$ cat src/rtl/multi_flexible_clock.sv
// Multi-channel clock divider: per-channel square wave plus edge tick strobe,
// each with its own divisor (latched only at half-period boundaries) and enable.
module multi_flexible_clock #(
   parameter int unsigned CHANNELS = 4,
   parameter int unsigned WIDTH    = 32
) (
   input  logic                      basys_clock,
   input  logic                      rst_n,
   input  logic [CHANNELS-1:0]       en,
   input  logic                      sync,
   input  logic [CHANNELS*WIDTH-1:0] m,
   output logic [CHANNELS-1:0]       slow_clock,
   output logic [CHANNELS-1:0]       tick
);

   for (genvar i = 0; i < CHANNELS; i++) begin : g_ch
      logic [WIDTH-1:0] cnt_q, cnt_d;
      logic [WIDTH-1:0] m_act_q, m_act_d;
      logic             slow_q, slow_d;
      logic             tick_q, tick_d;

      // Next state: sync restarts, disabled holds, wrap toggles and reloads divisor.
      always_comb begin
         cnt_d   = cnt_q;
         m_act_d = m_act_q;
         slow_d  = slow_q;
         tick_d  = 1'b0;
         if (sync) begin
            cnt_d   = '0;
            m_act_d = '0;
            slow_d  = 1'b0;
         end else if (en[i]) begin
            if (cnt_q == m_act_q) begin
               cnt_d   = '0;
               slow_d  = ~slow_q;
               tick_d  = 1'b1;
               m_act_d = m[i*WIDTH +: WIDTH];
            end else begin
               cnt_d = cnt_q + WIDTH'(1);
            end
         end
      end

      always_ff @(posedge basys_clock or negedge rst_n) begin
         if (!rst_n) begin
            cnt_q   <= '0;
            m_act_q <= '0;
            slow_q  <= 1'b0;
            tick_q  <= 1'b0;
         end else begin
            cnt_q   <= cnt_d;
            m_act_q <= m_act_d;
            slow_q  <= slow_d;
            tick_q  <= tick_d;
         end
      end

      assign slow_clock[i] = slow_q;
      assign tick[i]       = tick_q;
   end

endmodule

$ cat config.mk
export PLATFORM = sky130hd
export DESIGN_NAME = multi_flexible_clock
export DESIGN_NICKNAME = d
export VERILOG_FILES = /design/src/rtl/multi_flexible_clock.sv
export SDC_FILE = /design/constraint.sdc
export NUM_CORES = 1
export LEC_CHECK = 0
export CAP_MARGIN = 40
export CORE_MARGIN = 1.5
export CORE_UTILIZATION = 35
export DETAILED_ROUTE_END_ITERATION = 10
export DONT_BUFFER_PORTS = 1
export PLACE_DENSITY = 0.52
export SETUP_SLACK_MARGIN = 0.02
export SLEW_MARGIN = 10
export SYNTH_ARGS = -nofsm -noshare
export SYNTH_HDL_FRONTEND = slang
export SYNTH_SLANG_ARGS = --single-unit
$ cat constraint.sdc
create_clock -name basys_clock -period 4 [get_ports basys_clock]
set_input_delay 1 -clock basys_clock [delete_from_list [all_inputs] [get_ports basys_clock]]
set_output_delay 1 -clock basys_clock [all_outputs]
set_load 0.01 [all_outputs]
==> impl_metrics.ini, run 1 <==
[place]
dp.final_hpwl_mm = 20.82
dp_slack_ps = 1296
port_buffers = 0
globalplace.congestion = 0.8018

[layout]
mostFrequentLayoutCells = dfrtp_1, nand2b_1, xor2_1
layout_commonest_cell = dfrtp_1
nFillCells = 4092
seq_area_sq_um = 6606
drive_above_1_share_pct = 5.126
multi_input_area_sq_um = 7526
layout.nets = 1541
area_growth_pct = 9.437
diodes = 0

[sta]
setup_violations = 0
fin_crit_sh_pct = 66.09
hold_violations = 0
drv_slew = 0
worst_pin_slew_ps = 795.5
fmax_mhz = 378.3
rsz0062_at_grt = false
setup_tns_ps = 0
period_needed_ps = 2644
fin_ws_ps = 1356
max_slew_margin_pct = 46.56
skew_ps = 19.97

[floorplan]
core_sq_um = 41110
die_area_sq_um = 43140
std_cell_rows = 74
io_pins = 143
start_util_pct = 35.67
die_y_microns = 207.7
die_x_microns = 207.7

[worst_setup_path]
crit_path_end_kind = flop
slowest_stage = buf_4
critPathTopFamily = simple AND/OR/NAND/NOR gates
cp_cell_sequence = xor2_1, nor4_1, nand4_1, nor3_2, buf_4, mux2_2
startpoint_type = flop
path_buf_inv = 1
r2r_slack_ps = 1360
reg2reg_depth = 6
r2r_end = g_ch[2].slow_q$_DFFE_PN0P_
critPathKind = reg -> reg
cp.arrival_ps = 3050
max_stage_delay_ps = 460
r2r-start = g_ch[2].cnt_q[3]$_DFFE_PN0P_
worstPathMaxFanout = 33
cp.required_ps = 4400

[synth]
syn-instance-count = 1452
syn_area_per_cell_sq_um = 10.10
ys_ff_latch = 264
yosysUniqueCellTypes = 42
yosysWarningCount = 0
synth_area_sq_um = 14660
syn_nets = 1591
ys_seq_area_share_pct = 45.05

[clocking]
cts.clk_slew.worst_paths_ps = 60
clockBufferDepth = 3
cts_tree = yes
cts_resized = 0
cts_max_level = 2
cts_setup_buffers = 0
root_buffer = clkbuf_16
postCtsHoldBufs = 0
clock_latency_ps = 530
cts.sinks = 264
cts_buffers = 34

[global_route]
grt_overflow_total = 0
grt_max_degree = 409
grt_pass1_vias = 10050
track_usage_pct = 15.61
grt_pass1_wl_mm = 54.87
use_met1_pct = 22.59
grtUsageMet3_pct = 2.663
grt_use_met2_pct = 23.45
antenna_found_initial = 0
busiest_layer = met2

[route]
route.antenna.remaining_nets = 0
vias = 9862
wl_mm = 33.50
avgViaCountPerCell = 5.042
post-route-drc-count = 0
post_drt_wl_per_cell_microns = 17.13
dr.pass1.iters = 4
drt_iter0_drc = 649

[run]
maxCapViolCount = 0

[hold_path]
min_path_type = in -> async

[power]
p_leak_nw = 7.176
powerDensity_nw_per_um2 = 703.6
peakVddDrop_uv = 736.9

[run_status]
status = completed
==> cell type report <==
cell class	instances	share of cell area [%]
Clock buffer	49	6.159
Multi-Input combinational cell	1071	46.90
Clock inverter	9	0.4756
Sequential cell	264	41.17
Tap cell	532	4.148
Inverter	18	0.4210
Timing Repair Buffer	13	0.7329
==> through the flow <==
stage                     util, %  power, mW  std cells  hold WS [ps]  area [sq um]
final                       39.04      11.29       1956         162.4         16050
after CTS                   39.04      11.49       1956         125.2         16050
after global placement      36.41      8.369       1897         546.2         14970
after detailed placement    36.45      8.441       1898         547.5         14980
after global routing        39.04      11.99       1956         132.5         16050
after floorplan                 -      7.402       1452         528.4         14660
==> sequential cells by signal (all words and copies together) (netlist names) <==
register / cells
g_ch.cnt_q: 128
g_ch.m_act_q: 128
g_ch.slow_q: 4
g_ch.tick_q: 4
==> how the worst max path moves through the flow <==
stage                                              from                               to  depth (start not counted)
after global routing       g_ch[1].cnt_q[6]$_DFFE_PN0P_  g_ch[1].m_act_q[22]$_DFFE_PN0P_                          7
after detailed placement                           sync    g_ch[0].cnt_q[19]$_DFFE_PN0P_                          4
after global placement    g_ch[1].cnt_q[18]$_DFFE_PN0P_  g_ch[1].m_act_q[30]$_DFFE_PN0P_                          6
after CTS                  g_ch[2].cnt_q[3]$_DFFE_PN0P_       g_ch[2].slow_q$_DFFE_PN0P_                          6
final                      g_ch[2].cnt_q[3]$_DFFE_PN0P_       g_ch[2].slow_q$_DFFE_PN0P_                          6
after floorplan                                    sync    g_ch[1].cnt_q[10]$_DFFE_PN0P_                          6
==> worst reg2reg max path, stage by stage (launching register included) <==
cell and delay [ps]:
dfrtp_1 430, xor2_1 230, nor4_1 420, nand4_1 320, nor3_2 260, buf_4 460
mux2_2 400
==> cell families (layout without fill, tap and decap cells) <==
logic type / after synthesis / count (layout) / share of synthesized area, %
and+or+nand+nor: 648 / 648 / 25.43
adders and majority gates: 4 / 4 / 0.3413
muxes: 134 / 134 / 9.181
xor gates and xnor gates: 239 / 239 / 14.27
AOI/OAI and AO/OA: 46 / 46 / 1.954
DFF: 264 / 264 / 45.05
buffers and inverters: 117 / 89 / 3.771
==> report_power, final <==
part / total [mW] / internal [mW] / switching [mW]
Sequential: 3.79 / 3.28 / 0.514
Combinational: 4.55 / 1.82 / 2.72
Clock: 2.95 / 1.78 / 1.18
Total: 11.3 / 6.87 / 4.42
==> synth_stat cells (all sizes together) <==
| library cell | number | area share, % |
|---|---|---|
| a2bb2oi | 1 | 0.060 |
| and4 | 17 | 1.0 |
| a21oi | 13 | 0.44 |
| inv | 18 | 0.46 |
| ha | 4 | 0.34 |
| o22ai | 3 | 0.13 |
| or3 | 5 | 0.21 |
| o21ai | 14 | 0.48 |
| nor2 | 28 | 0.72 |
| clkbuf | 54 | 1.4 |
| xnor2 | 47 | 2.8 |
| a21o | 1 | 0.051 |
| nor3 | 138 | 4.7 |
| nor4b | 1 | 0.060 |
| o211ai | 7 | 0.36 |
| mux2 | 4 | 0.31 |
| nand4 | 38 | 1.6 |
| nor4 | 45 | 2.1 |
| nor2b | 8 | 0.34 |
| nand2b | 258 | 11 |
| nand3 | 40 | 1.4 |
| o211a | 2 | 0.14 |
| o2111ai | 2 | 0.12 |
| and2 | 7 | 0.30 |
| nand2 | 46 | 1.2 |
| o2111a | 1 | 0.077 |
| or2 | 1 | 0.043 |
| mux2i | 130 | 8.9 |
| buf | 45 | 1.9 |
| o31ai | 1 | 0.051 |
| or4 | 2 | 0.10 |
| dfrtp | 264 | 45 |
| and3 | 14 | 0.60 |
| xor2 | 192 | 11 |
| a211oi | 1 | 0.051 |
==> layer usage <==
| metal | up-vias | share of wire [%] |
|---|---|---|
| met3 | 49 | 3.8 |
| met5 | - | 0 |
| met4 | 0 | 2.3 |
| li1 | 4822 | - |
| met2 | 185 | 45 |
| met1 | 4806 | 49 |
Note: power is estimated with default switching activity, not from simulation.
==> inputs of run 2 (changes only) <==
--- a/config.mk
+++ b/config.mk
@@ -10,7 +10,7 @@
 export CORE_UTILIZATION = 35
 export DETAILED_ROUTE_END_ITERATION = 10
 export DONT_BUFFER_PORTS = 1
-export PLACE_DENSITY = 0.52
+export PLACE_DENSITY = 0.54
 export SETUP_SLACK_MARGIN = 0.02
 export SLEW_MARGIN = 10
 export SYNTH_ARGS = -nofsm -noshare
==> constraint.sdc (replaced) <==
create_clock -name basys_clock -period 2.35 [get_ports basys_clock]
set_input_delay 0.5875 -clock basys_clock [delete_from_list [all_inputs] [get_ports basys_clock]]
set_output_delay 0.5875 -clock basys_clock [all_outputs]
set_load 0.01 [all_outputs]
==> impl_metrics.ini, run 2 (synthesis gave the netlist of run 1 again) <==
[floorplan]
die_area_sq_um = 43140
std_cell_rows = 74
die_x_microns = 207.7
io_pins = 143
die_y_microns = 207.7
core_sq_um = 41110
start_util_pct = 35.67

[place]
globalplace.congestion = 0.7817
dp_slack_ps = -41.56
dp.final_hpwl_mm = 21.63
port_buffers = 0
placedCellCount = 1932

[power]
p_leak_nw = 7.387
total_power_mw = 21.09
powerDensity_nw_per_um2 = 1282
peakVddDrop_uv = 671.5

[worst_setup_path]
cp.required_ps = 2800
max_stage_delay_ps = 440
critPathTopFamily = simple AND/OR/NAND/NOR gates
cp_cell_sequence = xor2_1, nor4_1, nand4_1, nor3_2, buf_4, mux2_2
crit_path_end_kind = flop
path_buf_inv = 1
slowest_stage = dfrtp_1
worstPathMaxFanout = 5
startpoint_type = flop
cp.arrival_ps = 2670
critPathKind = reg -> reg

[layout]
diodes = 0
mostFrequentLayoutCells = dfrtp_1, nand2b_1, xor2_1
top_regs = g_ch.cnt_q x128, g_ch.m_act_q x128
finalNonFillerCells = 1985
area_growth_pct = 12.19
layout.nets = 1572
postLayoutCoreUtil_pct = 40.02
layout_commonest_cell = dfrtp_1
drive_above_1_share_pct = 7.708

[clocking]
cts_max_level = 1
cts_setup_buffers = 0
clockBufferDepth = 3
cts_buffers = 31
root_buffer = clkbuf_16
cts.clk_slew.worst_paths_ps = 60
cts_tree = yes
cts.sinks = 264
clock_latency_ps = 570

[global_route]
grt_max_degree = 409
antenna_found_initial = 0
track_usage_pct = 15.61
grt_overflow_total = 0
grt_pass1_wl_mm = 55.73
grt_pass1_vias = 10340

[hold_path]
min_path_type = in -> async

[route]
dr.pass1.iters = 5
drt_iter0_drc = 571
avgViaCountPerCell = 5.002
vias = 9929
post_drt_wl_per_cell_microns = 16.84
route.antenna.remaining_nets = 0
wl_mm = 33.43
post-route-drc-count = 0

[sta]
fin_ws_ps = 129.9
worst_pin_slew_ps = 870.1
max_slew_margin_pct = 42.00
rsz0062_at_grt = true
fmax_mhz = 450.4
setup_violations = 0
hold_violations = 264
drv_slew = 0
fin_crit_sh_pct = 94.47
whs_ps = -285.7
period_needed_ps = 2220
skew_ps = 6.781

[run_status]
status = complete, but fails checks
violations = negative hold slack

[run]
maxCapViolCount = 0
## run 2: cell count changes in the layout (fill, tap and decap cells not counted), sizes merged
cell / change
clkinvlp: -1
inv: -1
buf: +34
bufinv: +3
clkbuf: -6
## run 2: per-layer routing
metal | track usage [%] | routed length (microns)
met1 | 22.24 | 16370
met2 | 24.63 | 15040
met3 | 2.572 | 1145
met4 | 3.977 | 866
met5 | 0 | 0
## run 2: worst reg2reg max path, cell delays in order, from the launching register on
cell,delay (ps)
dfrtp_1,440
xor2_1,190
nor4_1,390
nand4_1,220
nor3_2,300
buf_4,220
mux2_2,340
## run 2: cell type report
type | instances | area, sq um
fillers | 4066 | 24660
multi-input cells | 1071 | 7557
flip-flops and latches | 264 | 6606
clock buffers | 43 | 910.9
well taps | 532 | 665.6
repair buffers | 47 | 490.5
clock inverters | 10 | 153.9
inverters | 18 | 67.56
## run 2: final timing paths
check	from	end	slack [ps]	depth (start not counted)
max	g_ch[3].cnt_q[25]$_DFFE_PN0P_	g_ch[3].slow_q$_DFFE_PN0P_	130	6
min	rst_n	g_ch[1].m_act_q[12]$_DFFE_PN0P_	-290	0
max reg2reg	g_ch[3].cnt_q[25]$_DFFE_PN0P_	g_ch[3].slow_q$_DFFE_PN0P_	130	6
min reg2reg	g_ch[3].m_act_q[13]$_DFFE_PN0P_	g_ch[3].m_act_q[13]$_DFFE_PN0P_	560	2
max in group asynchronous	rst_n	g_ch[0].m_act_q[11]$_DFFE_PN0P_	1910	0
min in group basys_clock	sync	g_ch[3].cnt_q[1]$_DFFE_PN0P_	110	1
## run 2: report_power, final
part / total [mW] / switching, mW / internal [mW]
combinational: 9.57 / 4.96 / 4.61
clock: 5.06 / 1.96 / 3.10
sequential: 6.46 / 0.882 / 5.57
total: 21.1 / 7.80 / 13.3
## run 2: timing repair
| item | 4_1_cts | 5_1_grt |
|---|---|---|
| pin swaps | 0 | 2 |
| endpoints found under the hold margin | 264 | 264 |
| gates cloned | 0 | 0 |
| endpoints found under the setup margin | 10 | 60 |
| resized for setup | 1 | 4 |
## run 2: through the flow
step	instance area (sq um)	TNS [ps]
floorplan	14660	0
global placement	15360	-234.8
detailed placement	15360	-47.52
CTS	16430	0
global route	16450	0
finish	16450	0
